==> config.mk <==
export PLATFORM = sky130hd
export DESIGN_NAME = spi_cfg_seq
export DESIGN_NICKNAME = d
export VERILOG_FILES = /design/src/rtl/spi_cfg_seq.sv
export SDC_FILE = /design/constraint.sdc
export NUM_CORES = 1
export LEC_CHECK = 0
export CAP_MARGIN = 20
export CORE_MARGIN = 2
export CORE_UTILIZATION = 40
export CTS_CLUSTER_SIZE = 25
export DETAILED_ROUTE_END_ITERATION = 8
export PLACE_DENSITY = 0.7
export SYNTH_ARGS = -nofsm -noshare
export SYNTH_HDL_FRONTEND = slang
export SYNTH_SLANG_ARGS = --single-unit
==> constraint.sdc <==
create_clock -name clk -period 3.6 [get_ports clk]
set_clock_uncertainty 0.1 [all_clocks]
set_input_delay 0.54 -clock clk [delete_from_list [all_inputs] [get_ports clk]]
set_output_delay 0.54 -clock clk [all_outputs]
set_load 0.005 [all_outputs]
==> src/rtl/spi_cfg_seq.sv <==
// Table-driven SPI configuration sequencer: walks a WRITE / WRITE+VERIFY / POLL / END command LUT.
// Drives one SPI register controller with one-cycle requests and waits for its one-cycle acks.
module spi_cfg_seq #(
  parameter int ADDR_W    = 16,
  parameter int DATA_W    = 8,
  parameter int IDX_W     = 10,
  parameter int RETRY_MAX = 2,
  parameter int POLL_MAX  = 16,
  parameter int POLL_WAIT = 50000
) (
  input  logic              clk,
  input  logic              rst,
  input  logic              start,
  input  logic              abort,
  output logic [IDX_W-1:0]  lut_index,
  input  logic [1:0]        lut_op,
  input  logic [ADDR_W-1:0] lut_addr,
  input  logic [DATA_W-1:0] lut_data,
  input  logic [DATA_W-1:0] lut_mask,
  output logic              spi_wr_req,
  output logic              spi_rd_req,
  output logic [ADDR_W-1:0] spi_addr,
  output logic [DATA_W-1:0] spi_wdata,
  input  logic              spi_wr_done,
  input  logic              spi_rd_valid,
  input  logic [DATA_W-1:0] spi_rdata,
  input  logic              spi_busy,
  output logic              busy,
  output logic              done,
  output logic              error,
  output logic [1:0]        err_code,
  output logic [IDX_W-1:0]  err_index,
  output logic [DATA_W-1:0] last_rdata
);

  localparam logic [1:0] OP_WR   = 2'b00;
  localparam logic [1:0] OP_WV   = 2'b01;
  localparam logic [1:0] OP_POLL = 2'b10;
  localparam logic [1:0] OP_END  = 2'b11;

  localparam int RW = (RETRY_MAX > 0) ? $clog2(RETRY_MAX + 1) : 1;
  localparam int PW = (POLL_MAX > 0) ? $clog2(POLL_MAX + 1) : 1;
  localparam int WW = (POLL_WAIT > 1) ? $clog2(POLL_WAIT + 1) : 1;
  localparam logic [RW-1:0] RETRY_LIM = RW'(RETRY_MAX);
  localparam logic [PW-1:0] POLL_LIM  = PW'(POLL_MAX);
  localparam logic [WW-1:0] WAIT_INIT = WW'(POLL_WAIT - 1);

  typedef enum logic [3:0] {
    S_IDLE, S_WAIT_CTRL, S_FETCH, S_WR, S_WR_ACK, S_VF_RD, S_VF_ACK,
    S_PL_RD, S_PL_ACK, S_PL_WAIT, S_DONE
  } state_t;

  state_t              state_q, state_d;
  logic [IDX_W-1:0]    lut_index_q, lut_index_d;
  logic [1:0]          op_q, op_d;
  logic [DATA_W-1:0]   mask_q, mask_d;
  logic [ADDR_W-1:0]   spi_addr_q, spi_addr_d;
  logic [DATA_W-1:0]   spi_wdata_q, spi_wdata_d;
  logic [RW-1:0]       retry_q, retry_d;
  logic [PW-1:0]       poll_q, poll_d;
  logic [WW-1:0]       wait_q, wait_d;
  logic                abort_pend_q, abort_pend_d;
  logic                done_q, done_d;
  logic                error_q, error_d;
  logic [1:0]          err_code_q, err_code_d;
  logic [IDX_W-1:0]    err_index_q, err_index_d;
  logic [DATA_W-1:0]   last_rdata_q, last_rdata_d;

  logic       match, abort_now, do_adv, do_fail;
  logic [1:0] fail_code;

  assign match     = (spi_rdata & mask_q) == (spi_wdata_q & mask_q);
  assign abort_now = abort | abort_pend_q;

  always_comb begin
    state_d      = state_q;
    lut_index_d  = lut_index_q;
    op_d         = op_q;
    mask_d       = mask_q;
    spi_addr_d   = spi_addr_q;
    spi_wdata_d  = spi_wdata_q;
    retry_d      = retry_q;
    poll_d       = poll_q;
    wait_d       = wait_q;
    abort_pend_d = abort_pend_q;
    error_d      = error_q;
    err_code_d   = err_code_q;
    err_index_d  = err_index_q;
    last_rdata_d = last_rdata_q;
    do_adv       = 1'b0;
    do_fail      = 1'b0;
    fail_code    = 2'd0;

    case (state_q)
      S_IDLE, S_DONE: begin
        if (start && !abort) begin
          error_d     = 1'b0;
          err_code_d  = 2'd0;
          err_index_d = '0;
          lut_index_d = '0;
          state_d     = S_WAIT_CTRL;
        end
      end
      S_WAIT_CTRL: begin
        if (abort)          state_d = S_IDLE;
        else if (!spi_busy) state_d = S_FETCH;
      end
      S_FETCH: begin
        if (abort) begin
          state_d = S_IDLE;
        end else begin
          op_d        = lut_op;
          mask_d      = lut_mask;
          spi_addr_d  = lut_addr;
          spi_wdata_d = lut_data;
          case (lut_op)
            OP_END:  state_d = S_DONE;
            OP_POLL: begin state_d = S_PL_RD; poll_d = '0; end
            default: begin state_d = S_WR; retry_d = '0; end
          endcase
        end
      end
      S_WR:    state_d = abort ? S_IDLE : S_WR_ACK;
      S_VF_RD: state_d = abort ? S_IDLE : S_VF_ACK;
      S_PL_RD: state_d = abort ? S_IDLE : S_PL_ACK;
      // An abort seen while a request is in flight is held until the ack retires it.
      S_WR_ACK: begin
        if (abort) abort_pend_d = 1'b1;
        if (spi_wr_done) begin
          if (abort_now)         state_d = S_IDLE;
          else if (op_q == OP_WV) state_d = S_VF_RD;
          else                   do_adv  = 1'b1;
        end
      end
      S_VF_ACK: begin
        if (abort) abort_pend_d = 1'b1;
        if (spi_rd_valid) begin
          last_rdata_d = spi_rdata;
          if (abort_now) begin
            state_d = S_IDLE;
          end else if (match) begin
            do_adv = 1'b1;
          end else if (retry_q < RETRY_LIM) begin
            retry_d = retry_q + RW'(1);
            state_d = S_WR;
          end else begin
            do_fail   = 1'b1;
            fail_code = 2'd1;
          end
        end
      end
      S_PL_ACK: begin
        if (abort) abort_pend_d = 1'b1;
        if (spi_rd_valid) begin
          last_rdata_d = spi_rdata;
          if (abort_now) begin
            state_d = S_IDLE;
          end else if (match) begin
            do_adv = 1'b1;
          end else if (poll_q + PW'(1) < POLL_LIM) begin
            poll_d  = poll_q + PW'(1);
            wait_d  = WAIT_INIT;
            state_d = S_PL_WAIT;
          end else begin
            do_fail   = 1'b1;
            fail_code = 2'd2;
          end
        end
      end
      S_PL_WAIT: begin
        if (abort)             state_d = S_IDLE;
        else if (wait_q == '0) state_d = S_PL_RD;
        else                   wait_d  = wait_q - WW'(1);
      end
      default: state_d = S_IDLE;
    endcase

    if (do_adv) begin
      if (lut_index_q == '1) begin
        do_fail   = 1'b1;
        fail_code = 2'd3;
      end else begin
        lut_index_d = lut_index_q + IDX_W'(1);
        state_d     = S_FETCH;
      end
    end
    if (do_fail) begin
      error_d     = 1'b1;
      err_code_d  = fail_code;
      err_index_d = lut_index_q;
      state_d     = S_DONE;
    end
    if (state_d == S_IDLE) abort_pend_d = 1'b0;
    done_d = (state_d == S_DONE) && (state_q != S_DONE);
  end

  always_ff @(posedge clk or posedge rst) begin
    if (rst) begin
      state_q      <= S_IDLE;
      lut_index_q  <= '0;
      op_q         <= OP_WR;
      mask_q       <= '0;
      spi_addr_q   <= '0;
      spi_wdata_q  <= '0;
      retry_q      <= '0;
      poll_q       <= '0;
      wait_q       <= '0;
      abort_pend_q <= 1'b0;
      done_q       <= 1'b0;
      error_q      <= 1'b0;
      err_code_q   <= 2'd0;
      err_index_q  <= '0;
      last_rdata_q <= '0;
    end else begin
      state_q      <= state_d;
      lut_index_q  <= lut_index_d;
      op_q         <= op_d;
      mask_q       <= mask_d;
      spi_addr_q   <= spi_addr_d;
      spi_wdata_q  <= spi_wdata_d;
      retry_q      <= retry_d;
      poll_q       <= poll_d;
      wait_q       <= wait_d;
      abort_pend_q <= abort_pend_d;
      done_q       <= done_d;
      error_q      <= error_d;
      err_code_q   <= err_code_d;
      err_index_q  <= err_index_d;
      last_rdata_q <= last_rdata_d;
    end
  end

  // Requests are suppressed in an abort cycle so nothing is left outstanding.
  assign spi_wr_req = (state_q == S_WR) && !abort;
  assign spi_rd_req = ((state_q == S_VF_RD) || (state_q == S_PL_RD)) && !abort;
  assign spi_addr   = spi_addr_q;
  assign spi_wdata  = spi_wdata_q;
  assign lut_index  = lut_index_q;
  assign busy       = (state_q != S_IDLE) && (state_q != S_DONE);
  assign done       = done_q;
  assign error      = error_q;
  assign err_code   = err_code_q;
  assign err_index  = err_index_q;
  assign last_rdata = last_rdata_q;

endmodule

=== Yosys cells after proc, flatten, opt, wreduce, memory -nomap -nowiden ===
Index checks and enable logic that the tools add are counted.

* Eq/ne operators: 30
* Add/sub/neg operators: 4
* Multiplexer cells: 91
* Bitwise operators: 4
* Reduce and logical (&&, ||, !) cells: 29
* Order comparisons: 2

{| class="wikitable"
|+ Operators by type and width
! cell !! count
|-
| 2-to-1 mux 16 bit || 6
|-
| 2-to-1 mux 4 bit || 21
|-
| 2-to-1 mux 10 bit || 7
|-
| one-hot mux 4 bit (10 select lines) || 1
|-
| one-hot mux 16 bit (2 select lines) || 1
|-
| 2-to-1 mux 2 bit || 15
|-
| 2-to-1 mux 5 bit || 6
|-
| 2-to-1 mux 1 bit || 26
|-
| != test 2 bit (second input constant) || 13
|-
| AND reduction 7 bit || 3
|-
| bitwise AND 8 bit || 2
|-
| equality test 4 x 3 -> 1 bit (second input constant) || 4
|-
| equality test 4 bit (second input constant) || 4
|-
| zero test 16 bit || 1
|-
| subtractor 16 x 1 -> 16 bit (second input constant) || 1
|-
| nonzero test 2 bit || 7
|-
| adder 10 x 1 -> 10 bit (second input constant) || 1
|-
| equality test 10 bit (second input constant) || 1
|-
| one-hot mux 5 bit (2 select lines) || 1
|-
| equality test 4 x 2 -> 1 bit (second input constant) || 2
|-
| equality test 8 bit || 1
|-
| zero test 4 bit || 2
|-
| one-hot mux 2 bit (2 select lines) || 2
|-
| one-hot mux 4 bit (2 select lines) || 1
|-
| other kinds (19) || 31
|}

* Output and inout bits: 59
* Logic and storage cells: 175
* Register bits: 94
* Input bits: 49

=== Logic depth before layout (Yosys ltp) ===
* Depth in word-level cells: 13
* Mapped depth: 10
* Mapped depth without buffers: 8

=== Worst setup path before layout ===
OpenSTA, ideal clock, no wires.

* Kind: register -> register
* Start: register wait_q[10]
* End: register abort_pend_q
* Cell stages (with the launch flop): 8
* Buffers on the path: 0
* Clock period less this slack: 2706 ps
* Arrival time: 2522 ps
* Slack: 894 ps
* Setup time: 84 ps
* Data required time: 3416 ps
* Cells stage by stage: dfrtp_1 or4_4 or4_4 or4_4 a211oi_2 a221oi_2 and3_4 a41oi_2

* Word-level cells in the longest chain between the ends: 10
* Elaborated cells between the ends (all ways): 12
* Those cells by class: mux (7); reduce/logical (5)

{| class="wikitable"
|+ RTL lines
! element !! RTL line !! RTL
|-
| start, declared || 61 || <nowiki>logic [WW-1:0] wait_q, wait_d;</nowiki>
|-
| start signal, assigned || 223 || <nowiki>wait_q <= wait_d;</nowiki>
|-
| zero test 16 bit * || 172 || <nowiki>else if (wait_q == '0) state_d = S_PL_RD;</nowiki>
|-
| 2-to-1 mux 4 bit * || 172 ||
|-
| 2-to-1 mux 4 bit * || 171 || <nowiki>if (abort) state_d = S_IDLE;</nowiki>
|-
| one-hot mux 4 bit (10 select lines) * || 94 || <nowiki>case (state_q)</nowiki>
|-
| 2-to-1 mux 4 bit || 179 || <nowiki>if (lut_index_q == '1) begin</nowiki>
|-
| 2-to-1 mux 4 bit * || 178 || <nowiki>if (do_adv) begin</nowiki>
|-
| 2-to-1 mux 4 bit * || 187 || <nowiki>if (do_fail) begin</nowiki>
|-
| zero test 4 bit * || 193 || <nowiki>if (state_d == S_IDLE) abort_pend_d = 1'b0;</nowiki>
|-
| nonzero test 2 bit (no source line) || - ||
|-
| AND reduction 2 bit (no source line) || - ||
|-
| end signal, assigned || 224 || <nowiki>abort_pend_q <= abort_pend_d;</nowiki>
|-
| end, declared || 62 || <nowiki>logic abort_pend_q, abort_pend_d;</nowiki>
|}

Every way passes the cells marked *; elsewhere a longest branch is shown, timed or not.
A chain may end at the register's enable or synchronous reset.

=== Worst setup path after layout ===
* Start: register wait_q[8]
* End: register wait_q[4]

* Word-level cells in the longest chain between the ends: 3

{| class="wikitable"
|+ RTL lines
! element !! RTL line
|-
| zero test 16 bit || 172
|-
| != test 2 bit (no source line) || -
|-
| AND reduction 7 bit (no source line) || -
|}

No other way between the ends.

==> results.toml <==
[status]
run_status = "finished clean"

[synthesis]
syn_inst = 433
synthAdderAreaFrac = 0.01099
synth_compound_area_frac = 0.1291
syn_area_per_cell_sq_um = 10.52
syn-cell-area_sq_um = 4556
yosys_register_bits = 94
synth.area.top_cells = "dfrtp_1, mux2_2, nand3_1"
synth-simple-area-share = 0.1681
synth-async-reset-ratio = 1.000
synth_ff_type = "dfrtp_1"
synth_edf_count = 0
seq_area_frac_synth = 0.5163
yosysWarningCount = 0
synth_top_family_by_area = "simple AND/OR/NAND/NOR gates"
yosys.area_share.xor_xnor = 0.03268
yosysUniqueCellTypes = 51
synth_mux_area_frac = 0.1148
synth.top_cell.area_share = 0.5163
synthesis.nets = 486
yosysTopAreaCell = "dfrtp_1"

[critical_path]
required_ps = 3750
cp-end-kind = "register"
slowest_delay_ps = 550
worst-r2r-setup-slack_ps = 700
start_kind = "register"
path_cells = "or4_4, or4_4, o31ai_1, buf_4, a21boi_1, o21ai_0, o31ai_1"
r2r_end = "wait_q[4]"
cp_top_family = "compound AO/OA/AOI/OAI gates"
crit_buf_inv = 1
crit_arrival_ps = 3050
r2r_start = "wait_q[8]"
worst_path_max_delay_cell = "or4_4"
crit_fanout = 11
crit_type = "reg -> reg"
r2r_cells = 7

[drt]
wl_um = 11190
first_pass_iters = 4
viasPerCell = 5.422
first_iter_violations = 211
via_count = 3763
drc = 0
ant_nets = 0
wire_per_inst_um = 16.12

[timing]
fmax_mhz = 344.8
worst_pin_slew_ps = 912.0
finalHoldViolations = 0
tns_ps = 0
slew_viol_final = 0
rsz0062_at_grt = "false"
period_needed_ps = 2901
period_share = 0.8057
relSlewSlack = 0.3913
setup_viol = 0

[place]
dp_hpwl_um = 8207
portBuffers = 107
place_congestion = 0.8892

[floorplanning]
initial_core_util = 0.4148
std_cell_rows = 38
die_h_um = 110.7
die-width_um = 110.7
die-area_sq_um = 12260
core_sq_um = 10980
num_io_pins = 108

[power_and_ir_drop]
comb_power_share = 0.361
p_switching_mw = 1.328
leakage_nw = 2.575
p_int_mw = 2.827
clock_power_share = 0.237
switching_share = 0.3196
powerDensity_nw_per_um2 = 674.6
vdd_drop_max_uv = 383.3
seq_power_share = 0.402

[clocking]
cts_max_level = 3
cts_buffer_depth = 2
cts-root-buf = "clkbuf_16"
cts_resized = 0
cts_tree = "built"
postCtsSetupBuffers = 0
cts_made_buffers = 9
clk_latency_ps = 350
hold_buffers = 0
cts_num_sinks = 94
cts.clk_slew.worst_paths_ps = 70

[min_path]
hold_start = "error"
whs_path_depth = 2
min_path_type = "reg -> reg"
hold_end = "error"

[layout]
syn_to_final_growth_pct = 35.21
final_core_util = 0.5608
drive_gt1_frac = 0.1462
num_antenna_cells = 0
layout.nets = 602

[global_route]
grt_pass1_wl_um = 18930
grt.total_usage = 0.1888
grt_max_degree = 53
overflow = 0
grt_pass1_vias = 3825
antenna_found_initial = 0

[job]
cap_violations = 0
[power by group through the flow]
stage	Clock (mW)	Sequential [mW]	Combinational, mW
2_1_floorplan	0	1.61	0.831
3_3_place_gp	0	1.67	1.47
3_5_place_dp	0	1.68	1.50
4_1_cts	1.01	1.67	1.51
5_1_grt	1.05	1.73	1.65
6_report	0.987	1.67	1.50
[flip-flops by register name (all words and copies together) (netlist names), 2 cells and up]
| name | flops |
|---|---|
| err_code | 2 |
| err_index | 10 |
| last_rdata | 8 |
| lut_index | 10 |
| mask_q | 8 |
| op_q | 2 |
| poll_q | 5 |
| retry_q | 2 |
| spi_addr | 16 |
| spi_wdata | 8 |
| state_q | 4 |
| wait_q | 16 |
[area by class of cell]
| cell class | count | area (sq um) |
|---|---|---|
| Clock inverter | 6 | 67.56 |
| Clock buffer | 10 | 239.0 |
| Multi-Input combinational cell | 306 | 2076 |
| Fill cell | 975 | 4823 |
| Sequential cell | 94 | 2352 |
| Inverter | 18 | 68.82 |
| Tap cell | 140 | 175.2 |
| Timing Repair Buffer | 120 | 1181 |
[layer usage]
metal / vias to the layer above / track usage / share of wire
met4: 0 / 0.06250 / 0.016
met2: 119 / 0.2916 / 0.46
met5: - / 0 / 0
met3: 14 / 0.06397 / 0.083
li1: 1800 / - / -
met1: 1830 / 0.2504 / 0.44
[placed cells by master, fill, tap and decap left out, types with 3 or more instances in the layout]
cell type / instances
buf_4: 12
and3_1: 3
nor3_1: 14
xor2_1: 10
or4_1: 3
o31ai_1: 8
nor2_1: 30
and2_1: 3
a22o_1: 3
ha_1: 4
nor2b_1: 7
xnor2_1: 7
clkdlybuf4s50_1: 107
a21oi_1: 9
clkbuf_16: 9
or4_4: 3
clkinv_2: 3
nor4_1: 4
o21ai_0: 24
nand3_1: 28
nand2_1: 30
mux2_2: 42
dfrtp_1: 94
o211ai_1: 3
nand2b_1: 9
inv_1: 17
mux2i_1: 5
o21ai_1: 13
or3_1: 5
a31oi_1: 8
[worst max-delay path by stage]
stage                      start            to  slack [ps]  cells after the start
floorplan                    rst  abort_pend_q         510                      1
global placement    spi_rdata[4]     wait_q[9]         570                      9
detailed placement  spi_rdata[4]    wait_q[15]         530                      9
CTS                    wait_q[8]     wait_q[4]         720                      7
global route           wait_q[8]     wait_q[4]         500                      7
finish                 wait_q[8]     wait_q[4]         700                      7
[Yosys cell counts (all sizes together) (2+ instances only)]
cell and n:
o211ai 3, a31oi 8, nor3 14, or3 5
o221ai 2, nand3 28, mux2 42, a32oi 2
or2 3, nand2b 9, or4 6, and3 4
inv 18, and2 3, a221oi 3, a22o 3
mux2i 5, nand2 30, a21oi 9, dfrtp 94
clkbuf 12, nor2 30, xnor2 7, nor2b 7
nand4b 2, a21boi 2, o41ai 2, ha 4
nor3b 2, buf 3, o21ai 37, xor2 10
o31ai 8, nor4 4
[worst register-to-register path: stages (launching register included)]
cell and delay [ps]:
dfrtp_1 460, or4_4 550, or4_4 460, o31ai_1 250
buf_4 210, a21boi_1 440, o21ai_0 230, o31ai_1 110
[metrics by stage]
stage / instances / worst slack [ps] / hold slack (ps) / power, mW / instance area, sq um
after floorplan: 433 / 511.3 / 351.4 / 2.442 / 4556
after global routing: 694 / 496.0 / 412.8 / 4.424 / 6160
after CTS: 694 / 717.3 / 380.3 / 4.186 / 6160
after global placement: 678 / 568.9 / 360.5 / 3.141 / 5853
final: 694 / 699.4 / 373.2 / 4.155 / 6160
after detailed placement: 678 / 533.4 / 362.7 / 3.182 / 5853
[logic make-up after synthesis]
group	after synthesis
buffers and inverters	33
xor gates and xnor gates	17
DFF	94
adders and majority gates	4
AOI/OAI and AO/OA	89
muxes	47
and+or+nand+nor	149
Note: power is estimated with default switching activity, not from simulation.
